==> config.mk <==
export PLATFORM = sky130hd
export DESIGN_NAME = uart_rx_fifo_os_flat
export DESIGN_NICKNAME = d
export VERILOG_FILES = /design/src/rtl/uart_rx_fifo_os_if.sv /design/src/rtl/uart_rx_fifo_os.sv /design/src/flat_wrapper.sv
export SDC_FILE = /design/constraint.sdc
export NUM_CORES = 1
export LEC_CHECK = 0
export ABC_AREA = 0
export CORE_ASPECT_RATIO = 0.8
export CORE_MARGIN = 2
export CORE_UTILIZATION = 55
export DETAILED_ROUTE_END_ITERATION = 7
export PLACE_DENSITY = 0.77
export REMOVE_ABC_BUFFERS = 1
export SLEW_MARGIN = 10
export SYNTH_ARGS = -nofsm -noshare
export SYNTH_HDL_FRONTEND = slang
export SYNTH_SLANG_ARGS = --single-unit
==> constraint.sdc <==
create_clock -name MCLK -period 4.3 [get_ports MCLK]
set_input_delay 0.86 -clock MCLK [delete_from_list [all_inputs] [get_ports MCLK]]
set_output_delay 0.86 -clock MCLK [all_outputs]
set_load 0.01 [all_outputs]
==> src/rtl/uart_rx_fifo_os_if.sv <==
// Read-side bus of the eUSCI UART receiver.
// Carries the FIFO pop/clear requests from the register file and the FIFO
// head, occupancy and sticky status back from the receiver.
//   master : register file side (drives rdEn, clrErr)
//   slave  : receiver side (drives rdData, rdValid, level, st*, rxErr)
interface uart_rx_fifo_os_if #(
  parameter int DATA_W     = 9,
  parameter int FIFO_DEPTH = 4
);
  localparam int LVL_W = $clog2(FIFO_DEPTH) + 1;

  logic              rdEn;
  logic              clrErr;
  logic [DATA_W-1:0] rdData;
  logic              rdValid;
  logic [LVL_W-1:0]  level;
  logic              stPE;
  logic              stFE;
  logic              stOE;
  logic              stBRK;
  logic              rxErr;

  modport master (
    output rdEn, clrErr,
    input  rdData, rdValid, level, stPE, stFE, stOE, stBRK, rxErr
  );

  modport slave (
    input  rdEn, clrErr,
    output rdData, rdValid, level, stPE, stFE, stOE, stBRK, rxErr
  );
endinterface

==> src/rtl/uart_rx_fifo_os.sv <==
// eUSCI UART receiver with OS-times oversampling, 3-sample majority voting,
// runtime data length (5..DATA_W bits) and a FIFO_DEPTH-entry receive FIFO.
// Ports:
//   MCLK, reset_n   clock, asynchronous active-low reset
//   swrst           synchronous soft reset (same effect as reset_n)
//   osTick          one-MCLK pulse at OS x baud
//   Rx              asynchronous serial line, idles high
//   cfg*            frame configuration, changed only while swrst = 1
//   rd              read-side bus (pop, clear, FIFO head, level, flags)
//   rxBusy          receive FSM is not idle
module uart_rx_fifo_os #(
  parameter int DATA_W     = 9,
  parameter int FIFO_DEPTH = 4,
  parameter int OS         = 16
) (
  input  logic             MCLK,
  input  logic             reset_n,
  input  logic             swrst,
  input  logic             osTick,
  input  logic             Rx,
  input  logic [3:0]       cfgLen,
  input  logic             cfgPEN,
  input  logic             cfgPAR,
  input  logic             cfgMSB,
  input  logic             cfgSPB,
  input  logic             cfgRXEIE,
  input  logic             cfgBRKIE,
  uart_rx_fifo_os_if.slave rd,
  output logic             rxBusy
);
  localparam int TW = $clog2(OS);
  localparam int PW = $clog2(FIFO_DEPTH);
  localparam int LW = PW + 1;

  localparam logic [TW-1:0] T_S0   = TW'(OS/2 - 1);
  localparam logic [TW-1:0] T_S1   = TW'(OS/2);
  localparam logic [TW-1:0] T_S2   = TW'(OS/2 + 1);
  localparam logic [TW-1:0] T_LAST = TW'(OS - 1);
  localparam logic [LW-1:0] FULL_LVL = LW'(FIFO_DEPTH);

  typedef enum logic [2:0] {
    IDLE, START, DATA, PARITY, STOP1, STOP2, DONE
  } state_t;

  // Line synchronizer and edge detect
  logic sync1_q, sync1_d;
  logic sync2_q, sync2_d;
  logic prev_q, prev_d;

  // Receive FSM and frame accumulation
  state_t            state_q, state_d;
  logic [TW-1:0]     tick_q, tick_d;
  logic [1:0]        samp_q, samp_d;
  logic [3:0]        bit_q, bit_d;
  logic [DATA_W-1:0] data_q, data_d;
  logic              par_q, par_d;
  logic              pe_q, pe_d;
  logic              fe_q, fe_d;
  logic              brk_q, brk_d;

  // FIFO
  logic [DATA_W-1:0] mem_q [FIFO_DEPTH];
  logic [DATA_W-1:0] mem_d [FIFO_DEPTH];
  logic [PW-1:0]     wr_q, wr_d;
  logic [PW-1:0]     rd_q, rd_d;
  logic [LW-1:0]     cnt_q, cnt_d;

  // Sticky status
  logic st_pe_q, st_pe_d;
  logic st_fe_q, st_fe_d;
  logic st_oe_q, st_oe_d;
  logic st_brk_q, st_brk_d;

  logic       rx_s;
  logic       rx_fall;
  logic       maj;
  logic       maj_tick;
  logic [3:0] idx;
  logic       done;
  logic       keep;
  logic       full;
  logic       empty;
  logic       push;
  logic       pop;

  assign rx_s     = sync2_q;
  assign rx_fall  = prev_q & ~rx_s;
  // Third sample is the live synchronized value; the first two are held.
  assign maj      = (samp_q[0] & samp_q[1]) | (samp_q[0] & rx_s) | (samp_q[1] & rx_s);
  assign maj_tick = osTick && (tick_q == T_S2);

  always_comb begin
    sync1_d = Rx;
    sync2_d = sync1_q;
    prev_d  = sync2_q;
    state_d = state_q;
    tick_d  = tick_q;
    samp_d  = samp_q;
    bit_d   = bit_q;
    data_d  = data_q;
    par_d   = par_q;
    pe_d    = pe_q;
    fe_d    = fe_q;
    brk_d   = brk_q;
    idx     = cfgMSB ? (cfgLen - 4'd1 - bit_q) : bit_q;

    // The tick counter free-runs across bit boundaries; each state decides on
    // the majority tick of its own bit, so state changes land mid-bit and the
    // next bit's samples still fall at ticks OS/2-1..OS/2+1.
    if (osTick && (state_q != IDLE) && (state_q != DONE)) begin
      tick_d = (tick_q == T_LAST) ? '0 : tick_q + TW'(1);
      if (tick_q == T_S0) samp_d[0] = rx_s;
      if (tick_q == T_S1) samp_d[1] = rx_s;
    end

    unique case (state_q)
      IDLE: begin
        if (rx_fall) begin
          state_d = START;
          tick_d  = '0;
          bit_d   = '0;
          data_d  = '0;
          par_d   = 1'b0;
          pe_d    = 1'b0;
          fe_d    = 1'b0;
          brk_d   = 1'b1;
        end
      end
      START: begin
        if (maj_tick) state_d = maj ? IDLE : DATA;
      end
      DATA: begin
        if (maj_tick) begin
          for (int unsigned k = 0; k < unsigned'(DATA_W); k++)
            if (k == 32'(idx)) data_d[k] = maj;
          par_d = par_q ^ maj;
          brk_d = brk_q & ~maj;
          bit_d = bit_q + 4'd1;
          if (bit_q == cfgLen - 4'd1) state_d = cfgPEN ? PARITY : STOP1;
        end
      end
      PARITY: begin
        if (maj_tick) begin
          pe_d    = maj != (cfgPAR ? par_q : ~par_q);
          brk_d   = brk_q & ~maj;
          state_d = STOP1;
        end
      end
      STOP1: begin
        if (maj_tick) begin
          fe_d    = ~maj;
          brk_d   = brk_q & ~maj;
          state_d = cfgSPB ? STOP2 : DONE;
        end
      end
      STOP2: begin
        if (maj_tick) begin
          fe_d    = fe_q | ~maj;
          state_d = DONE;
        end
      end
      DONE:    state_d = IDLE;
      default: state_d = IDLE;
    endcase

    if (swrst) begin
      sync1_d = 1'b1;
      sync2_d = 1'b1;
      prev_d  = 1'b1;
      state_d = IDLE;
      tick_d  = '0;
      samp_d  = '0;
      bit_d   = '0;
      data_d  = '0;
      par_d   = 1'b0;
      pe_d    = 1'b0;
      fe_d    = 1'b0;
      brk_d   = 1'b0;
    end
  end

  assign done  = (state_q == DONE);
  assign keep  = (~(pe_q | fe_q) | cfgRXEIE) & (~brk_q | cfgBRKIE);
  assign full  = (cnt_q == FULL_LVL);
  assign empty = (cnt_q == '0);
  assign pop   = rd.rdEn & ~empty;
  // A pop in the same cycle frees the slot, so a full FIFO still accepts.
  assign push  = done & keep & (~full | pop);

  always_comb begin
    mem_d = mem_q;
    wr_d  = wr_q;
    rd_d  = rd_q;
    cnt_d = cnt_q;

    if (push) begin
      mem_d[wr_q] = data_q;
      wr_d        = wr_q + PW'(1);
    end
    if (pop) rd_d = rd_q + PW'(1);

    unique case ({push, pop})
      2'b10:   cnt_d = cnt_q + LW'(1);
      2'b01:   cnt_d = cnt_q - LW'(1);
      default: cnt_d = cnt_q;
    endcase

    // Clear first so that a set in the same cycle wins.
    st_pe_d  = (st_pe_q  & ~rd.clrErr) | (done & pe_q);
    st_fe_d  = (st_fe_q  & ~rd.clrErr) | (done & fe_q);
    st_brk_d = (st_brk_q & ~rd.clrErr) | (done & brk_q);
    st_oe_d  = (st_oe_q  & ~rd.clrErr) | (done & keep & full & ~pop);

    if (swrst) begin
      wr_d     = '0;
      rd_d     = '0;
      cnt_d    = '0;
      st_pe_d  = 1'b0;
      st_fe_d  = 1'b0;
      st_brk_d = 1'b0;
      st_oe_d  = 1'b0;
    end
  end

  always_ff @(posedge MCLK or negedge reset_n) begin
    if (!reset_n) begin
      sync1_q  <= 1'b1;
      sync2_q  <= 1'b1;
      prev_q   <= 1'b1;
      state_q  <= IDLE;
      tick_q   <= '0;
      samp_q   <= '0;
      bit_q    <= '0;
      data_q   <= '0;
      par_q    <= 1'b0;
      pe_q     <= 1'b0;
      fe_q     <= 1'b0;
      brk_q    <= 1'b0;
      wr_q     <= '0;
      rd_q     <= '0;
      cnt_q    <= '0;
      st_pe_q  <= 1'b0;
      st_fe_q  <= 1'b0;
      st_oe_q  <= 1'b0;
      st_brk_q <= 1'b0;
    end else begin
      sync1_q  <= sync1_d;
      sync2_q  <= sync2_d;
      prev_q   <= prev_d;
      state_q  <= state_d;
      tick_q   <= tick_d;
      samp_q   <= samp_d;
      bit_q    <= bit_d;
      data_q   <= data_d;
      par_q    <= par_d;
      pe_q     <= pe_d;
      fe_q     <= fe_d;
      brk_q    <= brk_d;
      wr_q     <= wr_d;
      rd_q     <= rd_d;
      cnt_q    <= cnt_d;
      st_pe_q  <= st_pe_d;
      st_fe_q  <= st_fe_d;
      st_oe_q  <= st_oe_d;
      st_brk_q <= st_brk_d;
    end
  end

  // Storage needs no reset: the head is masked to zero while empty.
  always_ff @(posedge MCLK) begin
    mem_q <= mem_d;
  end

  assign rd.rdData  = empty ? '0 : mem_q[rd_q];
  assign rd.rdValid = ~empty;
  assign rd.level   = cnt_q;
  assign rd.stPE    = st_pe_q;
  assign rd.stFE    = st_fe_q;
  assign rd.stOE    = st_oe_q;
  assign rd.stBRK   = st_brk_q;
  assign rd.rxErr   = st_pe_q | st_fe_q | st_oe_q;
  assign rxBusy     = (state_q != IDLE);
endmodule

==> src/flat_wrapper.sv <==
// flat-port wrapper written by rule: the top's interface ports become plain ports
module uart_rx_fifo_os_flat 
#(
  parameter int DATA_W     = 9,
  parameter int FIFO_DEPTH = 4,
  parameter int OS         = 16
)
  (MCLK, reset_n, swrst, osTick, Rx, cfgLen, cfgPEN, cfgPAR, cfgMSB, cfgSPB, cfgRXEIE, cfgBRKIE, rxBusy, rd_rdEn, rd_clrErr, rd_rdData, rd_rdValid, rd_level, rd_stPE, rd_stFE, rd_stOE, rd_stBRK, rd_rxErr);
  uart_rx_fifo_os_if #(.DATA_W(DATA_W), .FIFO_DEPTH(FIFO_DEPTH)) rd_i ();
  input  logic MCLK;
  input  logic reset_n;
  input  logic swrst;
  input  logic osTick;
  input  logic Rx;
  input  logic [3:0] cfgLen;
  input  logic cfgPEN;
  input  logic cfgPAR;
  input  logic cfgMSB;
  input  logic cfgSPB;
  input  logic cfgRXEIE;
  input  logic cfgBRKIE;
  output logic rxBusy;
  input wire logic [$bits(rd_i.rdEn)-1:0] rd_rdEn;
  input wire logic [$bits(rd_i.clrErr)-1:0] rd_clrErr;
  output wire logic [$bits(rd_i.rdData)-1:0] rd_rdData;
  output wire logic [$bits(rd_i.rdValid)-1:0] rd_rdValid;
  output wire logic [$bits(rd_i.level)-1:0] rd_level;
  output wire logic [$bits(rd_i.stPE)-1:0] rd_stPE;
  output wire logic [$bits(rd_i.stFE)-1:0] rd_stFE;
  output wire logic [$bits(rd_i.stOE)-1:0] rd_stOE;
  output wire logic [$bits(rd_i.stBRK)-1:0] rd_stBRK;
  output wire logic [$bits(rd_i.rxErr)-1:0] rd_rxErr;
  assign rd_i.rdEn = rd_rdEn;
  assign rd_i.clrErr = rd_clrErr;
  assign rd_rdData = rd_i.rdData;
  assign rd_rdValid = rd_i.rdValid;
  assign rd_level = rd_i.level;
  assign rd_stPE = rd_i.stPE;
  assign rd_stFE = rd_i.stFE;
  assign rd_stOE = rd_i.stOE;
  assign rd_stBRK = rd_i.stBRK;
  assign rd_rxErr = rd_i.rxErr;
  uart_rx_fifo_os #(.DATA_W(DATA_W), .FIFO_DEPTH(FIFO_DEPTH), .OS(OS)) u_core (.MCLK(MCLK), .reset_n(reset_n), .swrst(swrst), .osTick(osTick), .Rx(Rx), .cfgLen(cfgLen), .cfgPEN(cfgPEN), .cfgPAR(cfgPAR), .cfgMSB(cfgMSB), .cfgSPB(cfgSPB), .cfgRXEIE(cfgRXEIE), .cfgBRKIE(cfgBRKIE), .rd(rd_i), .rxBusy(rxBusy));
endmodule
Yosys cells after proc, flatten, opt, wreduce, memory -nomap -nowiden:

Index checks and enable logic that the tools add are counted.

* register bits after elaboration: 76
* latch bits: 0
* bits in writable memories: 0
* ROM bits: 0
* output and inout port bits: 19
* word-level logic and storage cells: 237
* memories: 0

* add/subtract/negate cells: 8
* multiply operators: 0
* divide/modulo/power cells: 0
* $lt $le $gt $ge: 3
* eq/ne operators: 41
* shifts and indexed selects: 0
* mux-type cells: 75
* bitwise gates (word level): 43
* reductions and logical operators: 35

Operators by type and width (count)
* two-way mux 9 bit: 7
* != test 3 x 2 -> 1 bit, second input constant: 16
* AND reduction 4 bit: 10
* bitwise mux 36 bit: 1
* two-way mux 4 bit: 9
* two-way mux 1 bit: 30
* two-way mux 3 bit: 10
* AND 1 bit: 18
* binary-select mux 9 bit (select 2 bit): 1
* demux 9 bit (select 2 bit): 1
* one-hot mux 3 bit (6 select lines): 1
* one-hot mux 9 bit (2 select lines): 1
* equality test 3 x 4 -> 1 bit, first input constant: 4
* two-way mux 2 bit: 8
* nonzero test 3 bit: 5
* OR 1 bit: 13
* equality test 3 bit, second input constant: 4
* equality test 4 bit, second input constant: 3
* nonzero test 2 bit: 5
* inverter 1 bit: 9
* AND reduction 3 bit: 3
* adder 4 x 1 -> 4 bit, second input constant: 2
* equality test 2 x 4 -> 1 bit, first input constant: 2
* one-hot mux 4 bit (2 select lines): 1
* other kinds (30): 41

Longest topological paths before layout:

Gate-level depths: netlist of the first run.

* word-level depth: 9
* depth in mapped cells: 10

Worst setup path before layout of the first run:

No wires, ideal clock.

* path type: in2reg
* start: input cfgLen[0]
* end: register u_core.data_q[0]
* setup time: 0.087 ns
* arrival: 2.684 ns
* required time: 4.213 ns
* setup slack: 1.529 ns
* stages on the path: 8
* path buffers: 0
* path through: inv_1 -> ha_1 -> fa_1 -> xnor2_1 -> nor4_1 -> mux2_2 -> or2_1 -> o211ai_1

* word-level cells in the longest chain between the ends: 6

Ends and longest elaborated chain
* start: declaration: RTL line flat_wrapper.sv:15 `input logic [3:0] cfgLen;`
* subtractor 4 x 1 -> 4 bit: RTL line uart_rx_fifo_os.sv:105 `idx = cfgMSB ? (cfgLen - 4'd1 - bit_q) : bit_q;`
* subtractor 4 bit: RTL line uart_rx_fifo_os.sv:105
* two-way mux 4 bit: RTL line uart_rx_fifo_os.sv:105
* zero test 4 bit: RTL line uart_rx_fifo_os.sv:135 `if (k == 32'(idx)) data_d[k] = maj;`
* != test 3 x 2 -> 1 bit (no source line)
* AND reduction 4 bit (no source line)
* end signal: assignment: RTL line uart_rx_fifo_os.sv:254 `data_q <= data_d;`
* end: declaration: RTL line uart_rx_fifo_os.sv:55 `logic [DATA_W-1:0] data_q, data_d;`

Every way passes these cells.
A chain may end at the register's enable or synchronous reset.

Worst setup path in the final report of the first run:

* start: register u_core.rd_q[0]
* end: output rd_rdData[0]

* word-level cells in the longest chain between the ends: 5

Ends and longest elaborated chain
* start: declaration: RTL line uart_rx_fifo_os.sv:65 `logic [PW-1:0] rd_q, rd_d;`
* start signal: assignment: RTL line uart_rx_fifo_os.sv:260 `rd_q <= rd_d;`
* inverter 2 -> 3 bit (implied by the code): RTL line uart_rx_fifo_os.sv:274 `assign rd.rdData = empty ? '0 : mem_q[rd_q];`
* binary-select mux 9 bit (select 2 bit): RTL line uart_rx_fifo_os.sv:274
* two-way mux 9 bit (implied by the code) (2 in a row): RTL line uart_rx_fifo_os.sv:274
* two-way mux 9 bit: RTL line uart_rx_fifo_os.sv:274
* end: declaration: RTL line flat_wrapper.sv:25 `output wire logic [$bits(rd_i.rdData)-1:0] rd_rdData;`

Every way passes these cells. The select of a mux whose other input is x is not followed.

==> results of run 1 <==
[layout make-up]
type	instances	share of cell area, %
inverters	17	1.39
clock buffers	9	2.69
multi-input cells	256	39.5
clock inverters	7	1.09
flip-flops and latches	76	45.3
repair buffers	36	7.66
well taps	87	2.36
[cell usage in the layout (no fill, tap or decap), types with 4 or more instances in the layout]
cell type        count
nor3_1              10
ha_1                12
edfxtp_1            36
a31oi_1              7
inv_1               17
nand3_1              6
nand2_1             31
and3_1               4
xor2_1               5
a21oi_1             18
xnor2_1              8
or3_1                4
and2_1              14
o211ai_1             5
a21o_1               7
nor2_1              28
dfrtp_1             37
clkdlybuf4s50_1     34
nor2b_1              8
o21ai_0             17
mux2i_1              6
mux4_2               9
clkbuf_8             9
[sequential cells by signal, indices dropped and copies added, names as in the netlist, 2 cells and up]
register / flops
u_core.state_q: 3
u_core.mem_q: 36
u_core.samp_q: 2
u_core.tick_q: 4
u_core.rd_q: 2
u_core.bit_q: 4
u_core.wr_q: 2
u_core.data_q: 9
u_core.rd.level: 3
[worst reg2reg max path, stage by stage (launching register included)]
cell and delay, ns:
dfrtp_1 0.67, and3b_1 0.31, and3_1 0.39, nor2_1 0.12, fa_1 0.52, nand2_1 0.05
a21oi_1 0.13, a221oi_1 0.06, a211oi_1 0.26
[final timing paths]
kind / startpoint / endpoint / slack [ns] / depth (start not counted)
setup / recovery: u_core.rd_q[0] / rd_rdData[0] / 1.07 / 3
hold / removal: u_core.samp_q[1] / u_core.samp_q[1] / 0.53 / 2
setup reg to reg: u_core.state_q[2] / u_core.rd.level[1] / 1.69 / 8
hold reg to reg: u_core.samp_q[1] / u_core.samp_q[1] / 0.53 / 2
max in group asynchronous: reset_n / u_core.bit_q[1] / 3.07 / 1
min in group asynchronous: reset_n / u_core.samp_q[1] / 0.64 / 1
[cells in the mapped netlist (3+ instances only)]
master	n	share of area, %
dfrtp_1	37	23
edfxtp_1	36	27
nand2_1	31	2.9
nor2_1	28	2.6
a21oi_1	18	2.2
inv_1	17	1.6
o21ai_0	17	2.1
and2_1	14	2.2
ha_1	12	3.7
nor3_1	10	1.2
clkbuf_1	9	0.84
mux4_2	9	5.0
nor2b_1	8	1.2
xnor2_1	8	1.7
a21o_1	7	1.3
a31oi_1	7	1.1
mux2i_1	6	1.5
nand3_1	6	0.74
o211ai_1	5	0.93
xor2_1	5	1.1
and3_1	4	0.62
or3_1	4	0.62
a211oi_1	3	0.56
and3b_1	3	0.65
buf_2	3	0.37
dfstp_2	3	2.0
nand2b_1	3	0.47
nand3b_1	3	0.56
nand4_1	3	0.47
nand4b_1	3	0.65
nor3b_1	3	0.56
o2bb2ai_1	3	0.65
or2_2	3	0.47
[layer usage]
| metal | track usage (%) | vias to the layer above | share of wire (%) |
|---|---|---|---|
| li1 | - | 1394 | - |
| met1 | 29.1 | 1388 | 48 |
| met2 | 34.1 | 62 | 48 |
| met3 | 3.92 | 8 | 3.2 |
| met4 | 4.93 | 0 | 0.68 |
| met5 | 0 | - | 0 |
[stage by stage]
stage                     util, %  setup slack [ns]
after CTS                    65.9              1.03
after global placement       63.4             0.888
after floorplan                 -              1.53
final                        65.9              1.07
after detailed placement     63.4             0.773
after global routing         65.9             0.933
[cells by family after synthesis]
kind of cell / Yosys count
buffers and inverters: 31
XOR/XNOR: 13
multiplexers: 16
AND/OR/NAND/NOR: 131
flip-flops: 76
AO/OA/AOI/OAI: 81
adder cells (fa/ha/maj): 15
[where the power goes]
| part | switching, uW | leakage [uW] | internal (uW) | total [uW] |
|---|---|---|---|---|
| clock network | 267 | 0.0000837 | 211 | 478 |
| logic | 124 | 0.000824 | 93.2 | 217 |
| registers | 35.4 | 0.000908 | 770 | 806 |
| total | 426 | 0.00182 | 1070 | 1500 |
==> impl_metrics.tcl, run 1 <==
set metrics [dict create \
    synth_area_um2 4040 \
    grt_pass1_wl_um 13100 \
    cts_tree "built" \
    clockBufferDepth 2 \
    rsz0062_at_grt "no" \
    synth_edf_count 36 \
    synth_compound_area_share_pct 13.3 \
    die_y_um 80.6 \
    vias 2852 \
    synth_top_family_by_area "simple AND/OR/NAND/NOR gates" \
    vias_per_cell 5.84 \
    track_usage_pct 20.9 \
    nFillCells 565 \
    drive_above_1_share_pct 8.73 \
    die_area_um2 8040 \
    numPortBuffers 35 \
    setup_viol 0 \
    crit_path_max_fanout 11 \
    cts_sinks 76 \
    root_buffer "clkbuf_8" \
    grt_overflow 0 \
    power_density_nw_per_um2 326 \
    ios 36 \
    tns_ns 0 \
    slew_headroom_pct 39.1 \
    ys_ff_latch 76 \
    avgSynthCellArea_um2 11.1 \
    cts_made_buffers 9 \
    crit_arrival_ns 2.37 \
    path_cells "mux4_2 > and2_1 > clkdlybuf4s50_1" \
    critPathLaunchType "flop" \
    p_total_uw 1500 \
    period_needed_ns 3.23 \
    grt_max_degree 41 \
    register_area_um2 2090 \
    h-tree-depth 3 \
    clk_pin_slew_ns 0.09 \
    yosys.area_share.simple_pct 17.3 \
    ys_types 58 \
    synth_mux_area_share_pct 6.79 \
    status "finished, final reports clean" \
    min_path_type "flop to flop" \
    critPathBufInv 1 \
    synthFlopType "dfrtp_1" \
    slowest_stage "dfrtp_1" \
    cts_setup_buffers 0 \
    fmax_ghz 0.310 \
    dpl.hpwl_um 5610 \
    antenna_found_initial 0 \
    antenna_left 0 \
    die_width_um 99.8 \
    skew_ns 0.0142 \
    path_class "flop to primary output" \
    synthXorXnorAreaFrac_pct 2.82 \
    synthToLayoutAreaGrowth_pct 14.2 \
    dpl.cell_count 472 \
    fin_crit_sh_pct 75.1 \
    tightest_slew_ns 0.914 \
    wl_um 7850 \
    nets 427 \
    cap_violations 0 \
    critPathMaxStageDelay_ns 0.78 \
    core.rowCount 27 \
    synth-seq-area-share_pct 51.7 \
    clk_latency_ns 0.34 \
    core_um2 6990 \
    drc_errors 0 \
    end_kind "primary output" \
    dr.pass1.iters 4 \
    timing.hold.ws_ns 0.531 \
    place_area_um2 4430 \
    finalHoldViolations 0 \
    yosysWarnings 0 \
    cp_top_family "flip-flops" \
    stdcell_count 488 \
    synthArstFlopShare_pct 52.6 \
    slew_violations 0 \
    wire_per_inst_um 16.1 \
    multi_input_area_um2 1820 \
    gp_congestion 0.844 \
    grt_pass1_vias 2761 \
    ir_worst_vdd_v 0.000203 \
    p_leak_uw 0.00182 \
    cp.required_ns 3.44 \
    hold_buffers 0 \
    fin_area_um2 4610 \
    start_util_pct 57.7 \
    drt_iter0_drc 159 \
    synth_cells 363 \
    synthAdderAreaFrac_pct 4.96 \
    n_antenna_cell 0 \
    cts_resized 0 \
]
(Power assumes the default switching activity.)
==> run 2, diff against run 1 <==
--- a/config.mk
+++ b/config.mk
@@ -8,9 +8,9 @@
 export ABC_AREA = 0
 export CORE_ASPECT_RATIO = 0.8
 export CORE_MARGIN = 2
-export CORE_UTILIZATION = 55
+export CORE_UTILIZATION = 52
 export DETAILED_ROUTE_END_ITERATION = 7
-export PLACE_DENSITY = 0.77
+export PLACE_DENSITY = 0.76
 export REMOVE_ABC_BUFFERS = 1
 export SLEW_MARGIN = 10
 export SYNTH_ARGS = -nofsm -noshare
==> constraint.sdc (replaced) <==
create_clock -name MCLK -period 2.7 [get_ports MCLK]
set_input_delay 0.54 -clock MCLK [delete_from_list [all_inputs] [get_ports MCLK]]
set_output_delay 0.54 -clock MCLK [all_outputs]
set_load 0.01 [all_outputs]
==> impl_metrics.tcl, run 2 (synthesized netlist as in run 1, its figures left out) <==
set metrics [dict create \
    grt_pass1_vias 2733 \
    core_um2 7460 \
    cts_tree "built" \
    cp-startpoint "cfgLen[0]" \
    die_y_um 82.8 \
    power.clock.fraction_pct 36.8 \
    reg_top3 "u_core.mem_q: 36 flops, u_core.data_q: 9 flops" \
    track_usage_pct 20.0 \
    vias 2945 \
    vias_per_cell 5.55 \
    synthToLayoutAreaGrowth_pct 21.5 \
    slew_violations 0 \
    cp_top_family "adder cells" \
    multi_input_area_um2 1850 \
    dpl.hpwl_um 5510 \
    final_cell_mix "37 x dfrtp_1, 36 x edfxtp_1, 34 x clkdlybuf4s50_1" \
    nets 452 \
    power_density_nw_per_um2 544 \
    status "finished, final reports clean" \
    gp_congestion 0.840 \
    critPathBufInv 2 \
    clk_latency_ns 0.35 \
    netSwitchingFraction_pct 26.6 \
    hold_buffers 0 \
    timing.hold.ws_ns 0.314 \
    slowest_stage "fa_2" \
    cp.required_ns 2.93 \
    grt_overflow 0 \
    antenna_left 0 \
    fmax_ghz 0.383 \
    ir_worst_vdd_v 0.000322 \
    nFillCells 591 \
    cts_made_buffers 9 \
    drc_errors 0 \
    critPathMaxStageDelay_ns 0.59 \
    core.rowCount 28 \
    crit_path_max_fanout 4 \
    grt_max_degree 41 \
    numPortBuffers 35 \
    n_antenna_cell 0 \
    grt_pass1_wl_um 12900 \
    antenna_found_initial 0 \
    cap_violations 0 \
    skew_ns 0.00936 \
    clockBufferDepth 2 \
    rsz0062_at_grt "no" \
    setup_viol 0 \
    tightest_slew_ns 0.896 \
    p_switching_uw 709 \
    crit_arrival_ns 2.84 \
    period_needed_ns 2.61 \
    dr.pass1.iters 4 \
    h-tree-depth 3 \
    final_common_cell "dfrtp_1" \
    fin_crit_sh_pct 96.6 \
    power_frac_comb_pct 16.1 \
    clk_pin_slew_ns 0.08 \
    die_area_um2 8480 \
    regToRegStartpoint "u_core.bit_q[0]" \
    root_buffer "clkbuf_8" \
    finalHoldViolations 0 \
    top_register "u_core.mem_q" \
    start_util_pct 54.1 \
    ios 36 \
    p_leak_uw 0.00198 \
    wire_per_inst_um 14.7 \
    path_cells "clkdlybuf4s50_1 > inv_1 > ha_1 > fa_2 > and3b_1 > a31oi_1 > o21ai_0 > o21ai_0 > o2bb2ai_1" \
    largest_reg_flops 36 \
    register_area_um2 2090 \
    pwr-share-seq_pct 47.1 \
    crit_path_frequent_cell "o21ai_0" \
    drt_iter0_drc 172 \
    slew_headroom_pct 40.3 \
    end_kind "flop" \
    path_class "primary input to flop" \
    wl_um 7780 \
    critPathLaunchType "primary input" \
    min_path_type "primary input to async pin" \
    cts_sinks 76 \
    die_width_um 102 \
    fin_area_um2 4900 \
    drive_above_1_share_pct 15.7 \
    p_int_uw 1960 \
    place_area_um2 4640 \
]
-- run 2: power groups by stage --
| stage | clock network, uW | registers, uW | logic, uW |
|---|---|---|---|
| 2_1_floorplan | 0 | 1290 | 230 |
| 3_3_place_gp | 0 | 1280 | 410 |
| 3_5_place_dp | 0 | 1280 | 419 |
| 4_1_cts | 1020 | 1260 | 421 |
| 5_1_grt | 1060 | 1260 | 478 |
| 6_report | 981 | 1260 | 430 |
-- run 2: area by class of cell --
class / instances / share of cell area [%]
flip-flops and latches: 76 / 42.5
clock buffers: 9 / 2.53
multi-input cells: 256 / 37.8
well taps: 105 / 2.68
inverters: 17 / 1.30
repair buffers: 61 / 11.0
clock inverters: 7 / 2.17
-- run 2: through the flow --
step           std cells  setup TNS (ns)  setup slack [ns]  utilization [%]  total power (uW)
6_report             531               0            0.0905             65.7              2670
5_1_grt              531               0           0.00777             65.7              2800
4_1_cts              531               0           0.00133             65.3              2690
3_5_place_dp         515           -2.76            -0.368             62.2              1700
3_3_place_gp         515           -2.10            -0.270             62.2              1690
2_1_floorplan        349               0             0.249                -              1520
-- run 2: timing repair --
action                                  in CTS  in global routing
endpoints found under the setup margin       0                 18
endpoints found under the hold margin        0                  0
resized for setup                            0                  8
setup buffers                                0                  0
-- run 2: worst reg2reg max path: cells and delay by family (launching register included) --
kind	cells	cell delay, ns
adder cells (fa/ha/maj)	2	0.83
AO/OA/AOI/OAI	4	0.68
flip-flops	1	0.48
AND/OR/NAND/NOR	1	0.17
-- run 2: layer usage --
metal	GRT usage [%]	wire, um	vias to the layer above
met4	4.27	11	0
li1	-	-	1448
met1	27.1	3730	1429
met5	0	0	-
met3	5.53	335	2
met2	32.5	3710	66
-- run 2: path summary, 6_finish.rpt --
check	to	slack, ns	depth (start not counted)
max	u_core.data_q[5]	0.09	9
min	u_core.tick_q[1]	0.31	1
max reg2reg	u_core.data_q[5]	0.43	7
min reg2reg	u_core.samp_q[0]	0.54	2
max in group asynchronous	u_core.data_q[6]	1.82	1
min in group MCLK	u_core.samp_q[0]	0.54	2
==> RTL edit 1: new RTL, config.mk and constraints of run 2 <==
`data_q` no longer has a reset.
--- a/src/rtl/uart_rx_fifo_os.sv
+++ b/src/rtl/uart_rx_fifo_os.sv
@@ -233,3 +233,2 @@
       bit_q    <= '0;
-      data_q   <= '0;
       par_q    <= 1'b0;
@@ -253,3 +252,2 @@
       bit_q    <= bit_d;
-      data_q   <= data_d;
       par_q    <= par_d;
@@ -268,2 +266,6 @@
 
+  always_ff @(posedge MCLK) begin
+    data_q <= data_d;
+  end
+
   // Storage needs no reset: the head is masked to zero while empty.
Behaviour: no difference found for any inputs over 10 cycles, from zero or initial values and one cycle with reset_n low; that may be too few to reach the edited logic, so the function may still have changed.
==> RTL edit 1 against run 2 <==
- sequential cell count is the same
- wire length rose by 11%
- total power rose by 7.2%
- global-route usage increased by 1.2 points
- area after synthesis increased by 0.19%
- worst hold slack better by 200 ps
- worst setup slack got worse by 27 ps
- non-clock buffer count unchanged
- die area rose by 0.18%
- design area increased by 0.69%
- largest power group unchanged
==> RTL edit 1: results (changes against run 2) <==
<table>
<tr><th>Metric</th><th>Value</th></tr>
<tr><th colspan="2">Run status</th></tr>
<tr><td>Status</td><td>finished, final reports clean</td></tr>
<tr><th colspan="2">Final layout</th></tr>
<tr><td>Reg area</td><td>0.00204 mm² (-2.1%)</td></tr>
<tr><td>Final #Nets</td><td>454 (+0.44%)</td></tr>
<tr><th colspan="2">Routing</th></tr>
<tr><td>Detailed-route via count</td><td>3,061 (+3.9%)</td></tr>
<tr><td>Met2 wire length</td><td>4.10 mm (+10%)</td></tr>
<tr><td>Wire length on met3</td><td>387 µm (+16%)</td></tr>
<tr><th colspan="2">GRT</th></tr>
<tr><td>Wire length of the first global-routing pass</td><td>14.1 mm (+9.1%)</td></tr>
<tr><td>Met3 routing resource usage after global routing</td><td>5.22% (-0.31 points)</td></tr>
<tr><td>Largest net degree at the start of global routing</td><td>32 (-22%)</td></tr>
<tr><td>Combined global-route utilization of all metal layers</td><td>21.1% (+1.2 points)</td></tr>
<tr><th colspan="2">Power</th></tr>
<tr><td>Peak VDD IR</td><td>474 µV (+47%)</td></tr>
<tr><td>Clock network power consumption</td><td>836 µW (-15%)</td></tr>
<tr><td>P per Cell Area</td><td>579 mW/mm² (+6.4%)</td></tr>
<tr><th colspan="2">Setup path</th></tr>
<tr><td>Max stage delay on crit path</td><td>480 ps (-110 ps)</td></tr>
<tr><td>Worst setup path startpoint</td><td>cfgLen[1]</td></tr>
<tr><td>Worst Reg2Reg Path Length in Cells</td><td>8 (+1)</td></tr>
<tr><th colspan="2">Timing</th></tr>
<tr><td>WHS</td><td>514 ps (+200 ps)</td></tr>
<tr><td>Worst slew margin relative to its limit</td><td>57.3% (+17 points)</td></tr>
<tr><td>Layout Skew</td><td>14.9 ps (+5.58 ps)</td></tr>
<tr><th colspan="2">Hold path</th></tr>
<tr><td>Worst min-delay path class</td><td>register to register</td></tr>
<tr><th colspan="2">Synth</th></tr>
<tr><td>Distinct cell type count after synthesis</td><td>64 (+10%)</td></tr>
<tr><td>Avg Synthesized Cell Area</td><td>11.0 µm² (-1.2%)</td></tr>
<tr><td>Cell types occupying the most area after synthesis</td><td>sky130_fd_sc_hd__edfxtp_1 27%, sky130_fd_sc_hd__dfrtp_1 17%, sky130_fd_sc_hd__mux4_2 5.0%</td></tr>
<tr><td>Most used standard cells in the synthesized netlist</td><td>36 x sky130_fd_sc_hd__edfxtp_1, 33 x sky130_fd_sc_hd__nor2_1, 28 x sky130_fd_sc_hd__dfrtp_1</td></tr>
<tr><th colspan="2">Placed design</th></tr>
<tr><td>Cell count after placement</td><td>513 (-0.39%)</td></tr>
</table>
RTL edit 1: cell types whose count changed after synthesis, sizes merged, moves of 4 or more:
cell    delta
dfxtp      +9
nor2       +5
a21oi      +5
a21o       -5
nand2      -7
o21ai      -4
dfrtp      -9
clkbuf     +5
xor2       +4
and3       -4
RTL edit 1: cells by family (layout without fill, tap and decap cells):
family                     Yosys count  count (layout)  synth area share [%]
and+or+nand+nor                    134             134                  17.8
buffers and inverters               32              92                  3.06
AOI/OAI and AO/OA                   77              77                  12.7
xor gates and xnor gates            14              14                  3.22
muxes                               20              20                  7.80
adders and majority gates           15              15                  4.95
DFF                                 76              76                  50.5
RTL edit 1: final cells by class:
type,count,share of cell area (%)
flip-flops and latches,76,41.4
clock inverters,7,1.32
clock buffers,9,2.51
repair buffers,61,11.8
multi-input cells,260,39.2
inverters,15,1.14
well taps,105,2.66
RTL edit 1: worst max-delay path: cells and delay by family:
kind	cells	cell delay [ps]
buf+inv	4	750
fa+ha+maj	2	560
simple gates	2	450
compound gates	2	450
mux	1	130
==> RTL edit 2: new RTL, config.mk and constraints of run 2 <==
Made on the original files. `FIFO_DEPTH` is set to 4 in 3 places; all go to 2.
--- a/src/rtl/uart_rx_fifo_os_if.sv
+++ b/src/rtl/uart_rx_fifo_os_if.sv
@@ -7,3 +7,3 @@
   parameter int DATA_W     = 9,
-  parameter int FIFO_DEPTH = 4
+  parameter int FIFO_DEPTH = 2
 );
--- a/src/rtl/uart_rx_fifo_os.sv
+++ b/src/rtl/uart_rx_fifo_os.sv
@@ -12,3 +12,3 @@
   parameter int DATA_W     = 9,
-  parameter int FIFO_DEPTH = 4,
+  parameter int FIFO_DEPTH = 2,
   parameter int OS         = 16
--- a/src/flat_wrapper.sv
+++ b/src/flat_wrapper.sv
@@ -4,3 +4,3 @@
   parameter int DATA_W     = 9,
-  parameter int FIFO_DEPTH = 4,
+  parameter int FIFO_DEPTH = 2,
   parameter int OS         = 16
Interface: changed (resized rd_level); port bits go from 36 to 35. The function was not compared with the original's and may differ.
==> RTL edit 2 against run 2 <==
- worst hold slack improved by 170 ps
- wire length fell by 25%
- count of clock-buffer cells in the layout down 4
- design area fell by 27%
- cell count down 22%
- register-to-register slack better by 30 ps
- non-clock buffer count down 15
- total power shrank 34%
- area after synthesis down 27%
- sequential cell count shrank 21
- core utilization down 0.21 points
- maximum frequency increased by 2.8%
- critical path type unchanged
- sequential share of layout area fell by 1.5 points
- worst setup slack gained 70 ps
==> RTL edit 2: results (changes against run 2) <==
<table>
<tr><th>Metric</th><th>Value</th></tr>
<tr><th colspan="2">Setup path</th></tr>
<tr><td>CP max-delay cell</td><td>sky130_fd_sc_hd__clkdlybuf4s50_1</td></tr>
<tr><td>Max stage delay on crit path</td><td>470 ps (-120 ps)</td></tr>
<tr><td>Crit path to</td><td>u_core.data_q[2]</td></tr>
<tr><td>Reg-to-reg setup timing slack</td><td>460 ps (+30 ps)</td></tr>
<tr><td>Maximum fanout encountered on the critical timing path</td><td>3 (-1)</td></tr>
<tr><td>Critical Path AT</td><td>2780 ps (-60 ps)</td></tr>
<tr><th colspan="2">Power</th></tr>
<tr><td>Leakage dissipation</td><td>0.00143 µW (-28%)</td></tr>
<tr><td>Peak VDD IR</td><td>360 µV (+12%)</td></tr>
<tr><th colspan="2">Clock network</th></tr>
<tr><td>Number of H-tree branching levels</td><td>2 (-1)</td></tr>
<tr><th colspan="2">GRT</th></tr>
<tr><td>Met3 routing resource usage after global routing</td><td>3.69% (-1.8 points)</td></tr>
<tr><td>Wire length of the first global-routing pass</td><td>9.91 mm (-23%)</td></tr>
<tr><td>Vias in the first global route</td><td>2,115 (-23%)</td></tr>
<tr><td>Met2 capacity usage during global routing</td><td>30.1% (-2.5 points)</td></tr>
<tr><td>GR Util met1</td><td>29.4% (+2.3 points)</td></tr>
<tr><th colspan="2">Routing</th></tr>
<tr><td>Initial DRC Count</td><td>102 (-41%)</td></tr>
<tr><td>Average wire per cell in the routed design</td><td>14.1 µm (-4.0%)</td></tr>
<tr><td>Detailed-route via count</td><td>2,294 (-22%)</td></tr>
<tr><th colspan="2">Timing</th></tr>
<tr><td>Final critical path time including I/O delays and setup</td><td>2540 ps (-70.0 ps)</td></tr>
<tr><td>Transition time at the pin with the least slew margin</td><td>613 ps (-283 ps)</td></tr>
<tr><th colspan="2">Synth</th></tr>
<tr><td>Distinct cell type count after synthesis</td><td>55 (-5.2%)</td></tr>
<tr><td>Most used standard cells in the synthesized netlist</td><td>40 x sky130_fd_sc_hd__nor2_1, 34 x sky130_fd_sc_hd__dfrtp_1, 18 x sky130_fd_sc_hd__edfxtp_1, 18 x sky130_fd_sc_hd__nand2_1</td></tr>
<tr><td>Async set-or-reset flop fraction in the synthesized netlist</td><td>67.3% (+15 points)</td></tr>
<tr><th colspan="2">Placed design</th></tr>
<tr><td># port buffers</td><td>34 (-2.9%)</td></tr>
<tr><td>Setup slack at placement</td><td>-269 ps (+99.8 ps)</td></tr>
<tr><th colspan="2">Run status</th></tr>
<tr><td>Status</td><td>finished, final reports clean</td></tr>
<tr><th colspan="2">Final layout</th></tr>
<tr><td>Number of filler instances in the final layout</td><td>443 (-25%)</td></tr>
</table>
RTL edit 2: timing repair:
action	4_1_cts	5_1_grt
resized for setup	0	8
setup buffers	0	1
endpoints found under the setup margin	0	8
RTL edit 2: worst min path at each step:
| stage | end | slack [ps] |
|---|---|---|
| floorplan | u_core.bit_q[0] | 240 |
| global placement | u_core.mem_q[14] | 460 |
| detailed placement | u_core.mem_q[3] | 470 |
| CTS | u_core.mem_q[12] | 490 |
| global route | u_core.mem_q[13] | 510 |
| finish | u_core.mem_q[12] | 490 |
RTL edit 2: final cells by class:
class / count / area, µm² / area share, %
clock buffers: 5 / 68.8 / 1.92
clock inverters: 3 / 22.5 / 0.629
inverters: 14 / 52.6 / 1.47
multi-input cells: 215 / 1440 / 40.2
flip-flops and latches: 55 / 1470 / 41.1
well taps: 78 / 97.6 / 2.73
repair buffers: 46 / 430 / 12.0
RTL edit 2: metrics by stage:
stage | util [%] | hold WS, ps | cell area [µm²]
finish | 65.5 | 489 | 3580
global route | 65.5 | 511 | 3580
CTS | 64.6 | 491 | 3530
detailed placement | 62.9 | 468 | 3440
global placement | 62.9 | 458 | 3440
floorplan | - | 244 | 2920
RTL edit 2: cell families after synthesis:
family | count (synthesis) | synth area share [%]
mux | 12 | 4.05
flops | 55 | 49.6
buf+inv | 24 | 3.25
fa+ha+maj | 10 | 4.39
simple gates | 104 | 17.1
compound gates | 75 | 17.2
xor+xnor | 14 | 4.39
RTL edit 2: layer usage:
metal / wire length (µm) / share of wire [%]
met5: 0 / 0
met2: 2760 / 47
met4: 40 / 0.68
met1: 2860 / 49
met3: 189 / 3.2
RTL edit 2: report_power, final:
group	switching, µW	leakage (µW)	internal [µW]
Clock	283	0.0000489	188
Sequential	38.4	0.000715	874
Combinational	209	0.000665	172
Total	530	0.00143	1230
